### config.mk
export PLATFORM = sky130hd
export DESIGN_NAME = lcd_busy_reader
export DESIGN_NICKNAME = d
export VERILOG_FILES = /design/src/rtl/lcd_pkg.sv /design/src/rtl/lcd_cycle_timer.sv /design/src/rtl/lcd_busy_reader.sv
export SDC_FILE = /design/constraint.sdc
export NUM_CORES = 1
export LEC_CHECK = 0
export BUFFER_PORTS_ARGS = -buffer_cell sky130_fd_sc_hd__buf_2
export CAP_MARGIN = 20
export CORE_MARGIN = 5
export CORE_UTILIZATION = 50
export CTS_CLUSTER_DIAMETER = 50
export DETAILED_ROUTE_END_ITERATION = 12
export HOLD_SLACK_MARGIN = 0.15
export PLACE_DENSITY = 0.7
export SETUP_SLACK_MARGIN = 0.4
export SYNTH_ARGS = -nofsm -noshare
export SYNTH_HDL_FRONTEND = slang
export SYNTH_SLANG_ARGS = --single-unit
### constraint.sdc
create_clock -name CLK -period 1.7 [get_ports CLK]
set_clock_uncertainty 0.1 [all_clocks]
set_input_delay 0.17 -clock CLK [delete_from_list [all_inputs] [get_ports CLK]]
set_output_delay 0.17 -clock CLK [all_outputs]
set_load 0.02 [all_outputs]
### src/rtl/lcd_pkg.sv
// Shared LCD interface package: 48 MHz cycle-count timing constants,
// counter widths and the controller state encoding.
package lcd_pkg;

   localparam int T_AS_CYC      = 3;      // 62.5 ns address setup
   localparam int T_EH_CYC      = 12;     // 250 ns E high
   localparam int T_EL_CYC      = 12;     // 250 ns E low
   localparam int MAX_POLLS_CYC = 4800;   // roughly 2.4 ms of busy polling
   localparam int T_WR_CYC      = 2016;   // 42 us write delay
   localparam int T_WR_LONG_CYC = 78720;  // 1640 us clear/home delay

   localparam int TMR_W       = 8;
   localparam int POLL_W      = 16;
   localparam int SYNC_STAGES = 2;

   typedef enum logic [2:0] {
      IDLE   = 3'd0,
      SETUP  = 3'd1,
      E_HIGH = 3'd2,
      E_LOW  = 3'd3,
      DONE   = 3'd4
   } lcd_state_t;

   // True when a cycle count is non-zero and representable in a w-bit counter.
   function automatic logic fits_counter(input int value, input int w);
      return (value >= 1) && (value < (1 << w));
   endfunction

endpackage

### src/rtl/lcd_cycle_timer.sv
// Down-counting cycle timer: load N, then expire pulses on the Nth cycle
// after the load while run is high.
module lcd_cycle_timer
   import lcd_pkg::*;
(
   input  logic             clk,
   input  logic             rst_n,
   input  logic             load,
   input  logic [TMR_W-1:0] load_val,
   input  logic             run,
   output logic             expire
);

   logic [TMR_W-1:0] cnt_reg;
   logic             active_reg;

   always_ff @(posedge clk or negedge rst_n) begin
      if (!rst_n) begin
         cnt_reg    <= '0;
         active_reg <= 1'b0;
      end else if (load) begin
         cnt_reg    <= load_val - TMR_W'(1);
         active_reg <= 1'b1;
      end else if (run && active_reg) begin
         if (cnt_reg == '0)
            active_reg <= 1'b0;
         else
            cnt_reg <= cnt_reg - TMR_W'(1);
      end
   end

   assign expire = run && active_reg && (cnt_reg == '0);

endmodule

### src/rtl/lcd_busy_reader.sv
// Reads the HD44780-style busy flag and address counter by strobing E with
// RS=0/RW=1 until the busy flag clears or the poll limit is reached.
module lcd_busy_reader
   import lcd_pkg::*;
#(
   parameter int T_AS      = T_AS_CYC,
   parameter int T_EH      = T_EH_CYC,
   parameter int T_EL      = T_EL_CYC,
   parameter int MAX_POLLS = MAX_POLLS_CYC
)(
   input  logic       CLK,
   input  logic       RST_N,
   input  logic       start,
   input  logic [7:0] LCD_DB_IN,
   output logic       LCD_RS,
   output logic       LCD_RW,
   output logic       LCD_E,
   output logic       bus_req,
   output logic       done,
   output logic       timeout,
   output logic [6:0] addr_cnt
);

   if (!fits_counter(T_AS, TMR_W) || !fits_counter(T_EH, TMR_W) ||
       !fits_counter(T_EL, TMR_W) || !fits_counter(MAX_POLLS, POLL_W)) begin : g_bad_param
      $error("lcd_busy_reader: timing parameter does not fit its counter");
   end

   // Assertion is immediate; release is delayed through the synchroniser.
   logic [SYNC_STAGES-1:0] rst_sync_reg;
   logic                   rst_n_int;

   always_ff @(posedge CLK or negedge RST_N) begin
      if (!RST_N)
         rst_sync_reg <= '0;
      else
         rst_sync_reg <= {rst_sync_reg[SYNC_STAGES-2:0], 1'b1};
   end

   assign rst_n_int = rst_sync_reg[SYNC_STAGES-1];

   lcd_state_t        state_reg, state_next;
   logic [POLL_W-1:0] poll_cnt_reg, poll_cnt_next;
   logic              bf_reg, bf_next;
   logic [6:0]        addr_cnt_reg, addr_cnt_next;
   logic              timeout_reg, timeout_next;
   logic              e_reg, rw_reg, bus_req_reg, done_reg;
   logic              tmr_load, tmr_run, tmr_expire;
   logic [TMR_W-1:0]  tmr_val;

   lcd_cycle_timer u_timer (
      .clk      (CLK),
      .rst_n    (rst_n_int),
      .load     (tmr_load),
      .load_val (tmr_val),
      .run      (tmr_run),
      .expire   (tmr_expire)
   );

   assign tmr_run = (state_reg != IDLE);

   always_comb begin
      state_next    = state_reg;
      poll_cnt_next = poll_cnt_reg;
      bf_next       = bf_reg;
      addr_cnt_next = addr_cnt_reg;
      timeout_next  = timeout_reg;
      tmr_load      = 1'b0;
      tmr_val       = '0;
      case (state_reg)
         IDLE: if (start) begin
            state_next    = SETUP;
            poll_cnt_next = '0;
            timeout_next  = 1'b0;
            tmr_load      = 1'b1;
            tmr_val       = TMR_W'(T_AS);
         end
         SETUP: if (tmr_expire) begin
            state_next = E_HIGH;
            tmr_load   = 1'b1;
            tmr_val    = TMR_W'(T_EH);
         end
         E_HIGH: if (tmr_expire) begin
            state_next    = E_LOW;
            bf_next       = LCD_DB_IN[7];
            addr_cnt_next = LCD_DB_IN[6:0];
            poll_cnt_next = poll_cnt_reg + POLL_W'(1);
            tmr_load      = 1'b1;
            tmr_val       = TMR_W'(T_EL);
         end
         E_LOW: if (tmr_expire) begin
            tmr_load = 1'b1;
            if (!bf_reg || poll_cnt_reg >= POLL_W'(MAX_POLLS)) begin
               // DONE lasts one timer cycle so its exit also rides on expire.
               state_next   = DONE;
               timeout_next = bf_reg;
               tmr_val      = TMR_W'(1);
            end else begin
               state_next = E_HIGH;
               tmr_val    = TMR_W'(T_EH);
            end
         end
         DONE: if (tmr_expire) state_next = IDLE;
         default: state_next = IDLE;
      endcase
   end

   // Outputs are registered from the next state so the LCD pins never glitch.
   always_ff @(posedge CLK or negedge rst_n_int) begin
      if (!rst_n_int) begin
         state_reg    <= IDLE;
         poll_cnt_reg <= '0;
         bf_reg       <= 1'b0;
         addr_cnt_reg <= '0;
         timeout_reg  <= 1'b0;
         e_reg        <= 1'b0;
         rw_reg       <= 1'b0;
         bus_req_reg  <= 1'b0;
         done_reg     <= 1'b0;
      end else begin
         state_reg    <= state_next;
         poll_cnt_reg <= poll_cnt_next;
         bf_reg       <= bf_next;
         addr_cnt_reg <= addr_cnt_next;
         timeout_reg  <= timeout_next;
         e_reg        <= (state_next == E_HIGH);
         rw_reg       <= (state_next != IDLE);
         bus_req_reg  <= (state_next != IDLE);
         done_reg     <= (state_next == DONE);
      end
   end

   assign LCD_RS   = 1'b0;
   assign LCD_RW   = rw_reg;
   assign LCD_E    = e_reg;
   assign bus_req  = bus_req_reg;
   assign done     = done_reg;
   assign timeout  = timeout_reg;
   assign addr_cnt = addr_cnt_reg;

endmodule

==> reports/results.ini <==
[run_status]
status=finished, violations left
violations=setup timing

[clocking]
path_clk_slew_ns=0.08
cts-buffers-inserted=5
clock_latency_ns=0.30
htreeDepth=2
clock-sinks=42
cts-root-buf=clkbuf_8
clock_path_buffers=2
cts_tree=yes

[synthesis]
async_flop_share_pct=100
yosysUniqueCellTypes=43
ys_seq_area_share_pct=47.7
synth_ff_type=dfrtp_1
yosysWarnings=0
synth_cells=214
synth_nets=231
synth_edf_count=0
avgSynthCellArea_um2=10.3
ys_ff_latch=42
synth_area_um2=2200

[setup_path]
rr_endpoint=poll_cnt_reg[15]
crit_fanout=3
crit_top_cell=or4b_4
worstPathCellList=inv_2 > ha_4 > or4b_4 > or4_4 > or4b_4 > a21oi_2
r2r-start=u_timer.cnt_reg[1]
endpoint_kind=register
cp-startpoint=u_timer.cnt_reg[1]
max_stage_delay_ns=0.53
cp-endpoint=poll_cnt_reg[15]
crit_path_top_delay_cell=or4b_4
arrival_ns=2.48
startpoint_type=register
r2r.worst_path.cells=6
crit_required_ns=1.84
rrSetupSlack_ns=-0.64
path_class=reg2reg

[floorplanning]
num_rows=24
chipWidth_um=76.4
die_h_um=76.4
dieArea_um2=5830
coreArea_um2=4320
io_pins=24
initial_core_util_pct=50.9

[cells_and_area]
antenna_cells=0
final_nets=338
largest_reg_flops=16
layout-drive-gt1-share_pct=52.5
instances_no_fill=374
fillCellCount=230
area_growth_pct=61.6

[sta]
min_period_ns=2.34
setup_viol=40
relSlewSlack_pct=54.0
final.period_utilization_pct=138
worst_slew_pin_slew_ns=0.685
max_clock_freq_mhz=427
rsz0062_at_grt=yes
finalSetupTns_ns=-15.85
hold_viol=0
fin_ws_ns=-0.641
drv_slew=0

[global_route]
grt_remaining_overflow=0
antenna_found_initial=0
grt_start_max_net_pins=25
grt_pass1_wl_um=10300
track_usage_pct=21.9
grt_pass1_vias=2189

[routing]
drt-initial-drc-count=94
postRouteAntennaNets=0
vias=2150
via_per_inst=5.75
finalWirelength_um=6950
drtPass1Iterations=5
remaining_drc_errors=0
routedWlPerCell_um=18.6

[placed_design]
port_buffers=22
place_inst=334
gp_congestion=0.875
dp_hpwl_um=3960

[pwr]
p_leak_uw=0.00163
power.density_nw_per_um2=1270
ir_drop_mv=0.847

[hold_path]
hold_class=reg2async

[job]
max_cap_violations=0

## metal layers
metal	global-route usage [%]	part of all wire, %	vias up	routed length [um]
li1	-	-	1000	-
met1	26.5	41	1064	2820
met2	38.3	54	73	3720
met3	4.73	4.2	13	289
met4	7.52	1.7	0	117
met5	0	0	-	0
## Yosys cell counts, drive strengths merged, types with 4 or more instances
library cell,n,share of area (%)
a21oi,15,3.4
and3,5,1.4
clkbuf,8,1.4
dfrtp,42,48
ha,6,3.4
inv,10,1.7
mux2,8,4.1
mux2i,11,5.0
nand2,20,3.4
nand3,9,2.0
nor2,6,1.0
nor3,6,1.4
nor4b,5,2.6
o211ai,4,1.4
o21ai,7,1.6
o31ai,4,1.4
or3,8,2.3
xnor2,4,1.6
## worst max-delay path, delay by kind of cell, from the launching register on
kind            cells  cell delay, ns
flops               1            0.39
simple gates        3            1.44
fa+ha+maj           1            0.13
buf+inv             1            0.09
compound gates      1            0.13
## where the power goes
part           total [uW]  internal (uW)  switching, uW
clock                 799            437            362
combinational        2220           1110           1100
sequential           1500           1280            218
total                4520           2830           1680
## cell type report
type	count	area (um^2)	share of cell area (%)
multi-input combinational	152	1380	38.7
sequential	42	1050	29.6
timing repair buffer	110	911	25.6
clock buffer	5	68.8	1.93
tap	52	65.1	1.83
clock inverter	3	45.0	1.27
inverter	10	40.0	1.13
## kinds of logic after synthesis
kind of cell / synth area share (%)
mux: 9.09
simple gates: 20.9
fa+ha+maj: 3.41
compound gates: 12.4
other cells: 0.341
xor+xnor: 2.39
flops: 47.7
buf+inv: 3.75
## what timing repair did
action | in CTS | in global routing
endpoints found under the setup margin | 40 | 40
hold buffers | 11 | 0
hold endpoints to repair | 11 | 0
pin swaps | 14 | 17
cloned | 1 | 1
gates resized for setup | 31 | 27
setup buffers | 8 | 11
## per-stage QoR
| stage | instance area, um^2 | hold WS [ns] | utilization, % | total power (uW) | worst slack [ns] |
|---|---|---|---|---|---|
| global placement | 2890 | -0.144 | 66.8 | 3210 | -0.566 |
| detailed placement | 2890 | -0.140 | 66.8 | 3290 | -0.615 |
| CTS | 3340 | 0.194 | 77.1 | 4240 | -0.617 |
| global route | 3560 | 0.219 | 82.3 | 4800 | -0.703 |
| finish | 3560 | 0.177 | 82.3 | 4520 | -0.641 |
| floorplan | 2380 | -0.226 | - | 2500 | -0.629 |
## cells in the final DEF, fill, tap and decap left out, types with 7 or more instances in the layout
| master | count |
|---|---|
| buf_4 | 55 |
| dfrtp_1 | 41 |
| buf_2 | 22 |
| nand2_1 | 17 |
| buf_6 | 17 |
| mux2i_1 | 11 |
| dlygate4sd3_1 | 11 |
| a21oi_2 | 9 |
| mux2_2 | 8 |
| inv_1 | 7 |
## worst min-delay path by stage
stage,from,end,slack [ns],depth (start not counted)
2_1_floorplan,RST_N,rst_sync_reg[0],-0.23,0
3_3_place_gp,RST_N,rst_sync_reg[0],-0.14,1
3_5_place_dp,RST_N,rst_sync_reg[0],-0.14,1
4_1_cts,rst_sync_reg[1],addr_cnt[1],0.19,0
5_1_grt,rst_sync_reg[1],addr_cnt[3],0.22,0
6_report,rst_sync_reg[1],addr_cnt[0],0.18,0
Power figures use the tool's default switching activity.
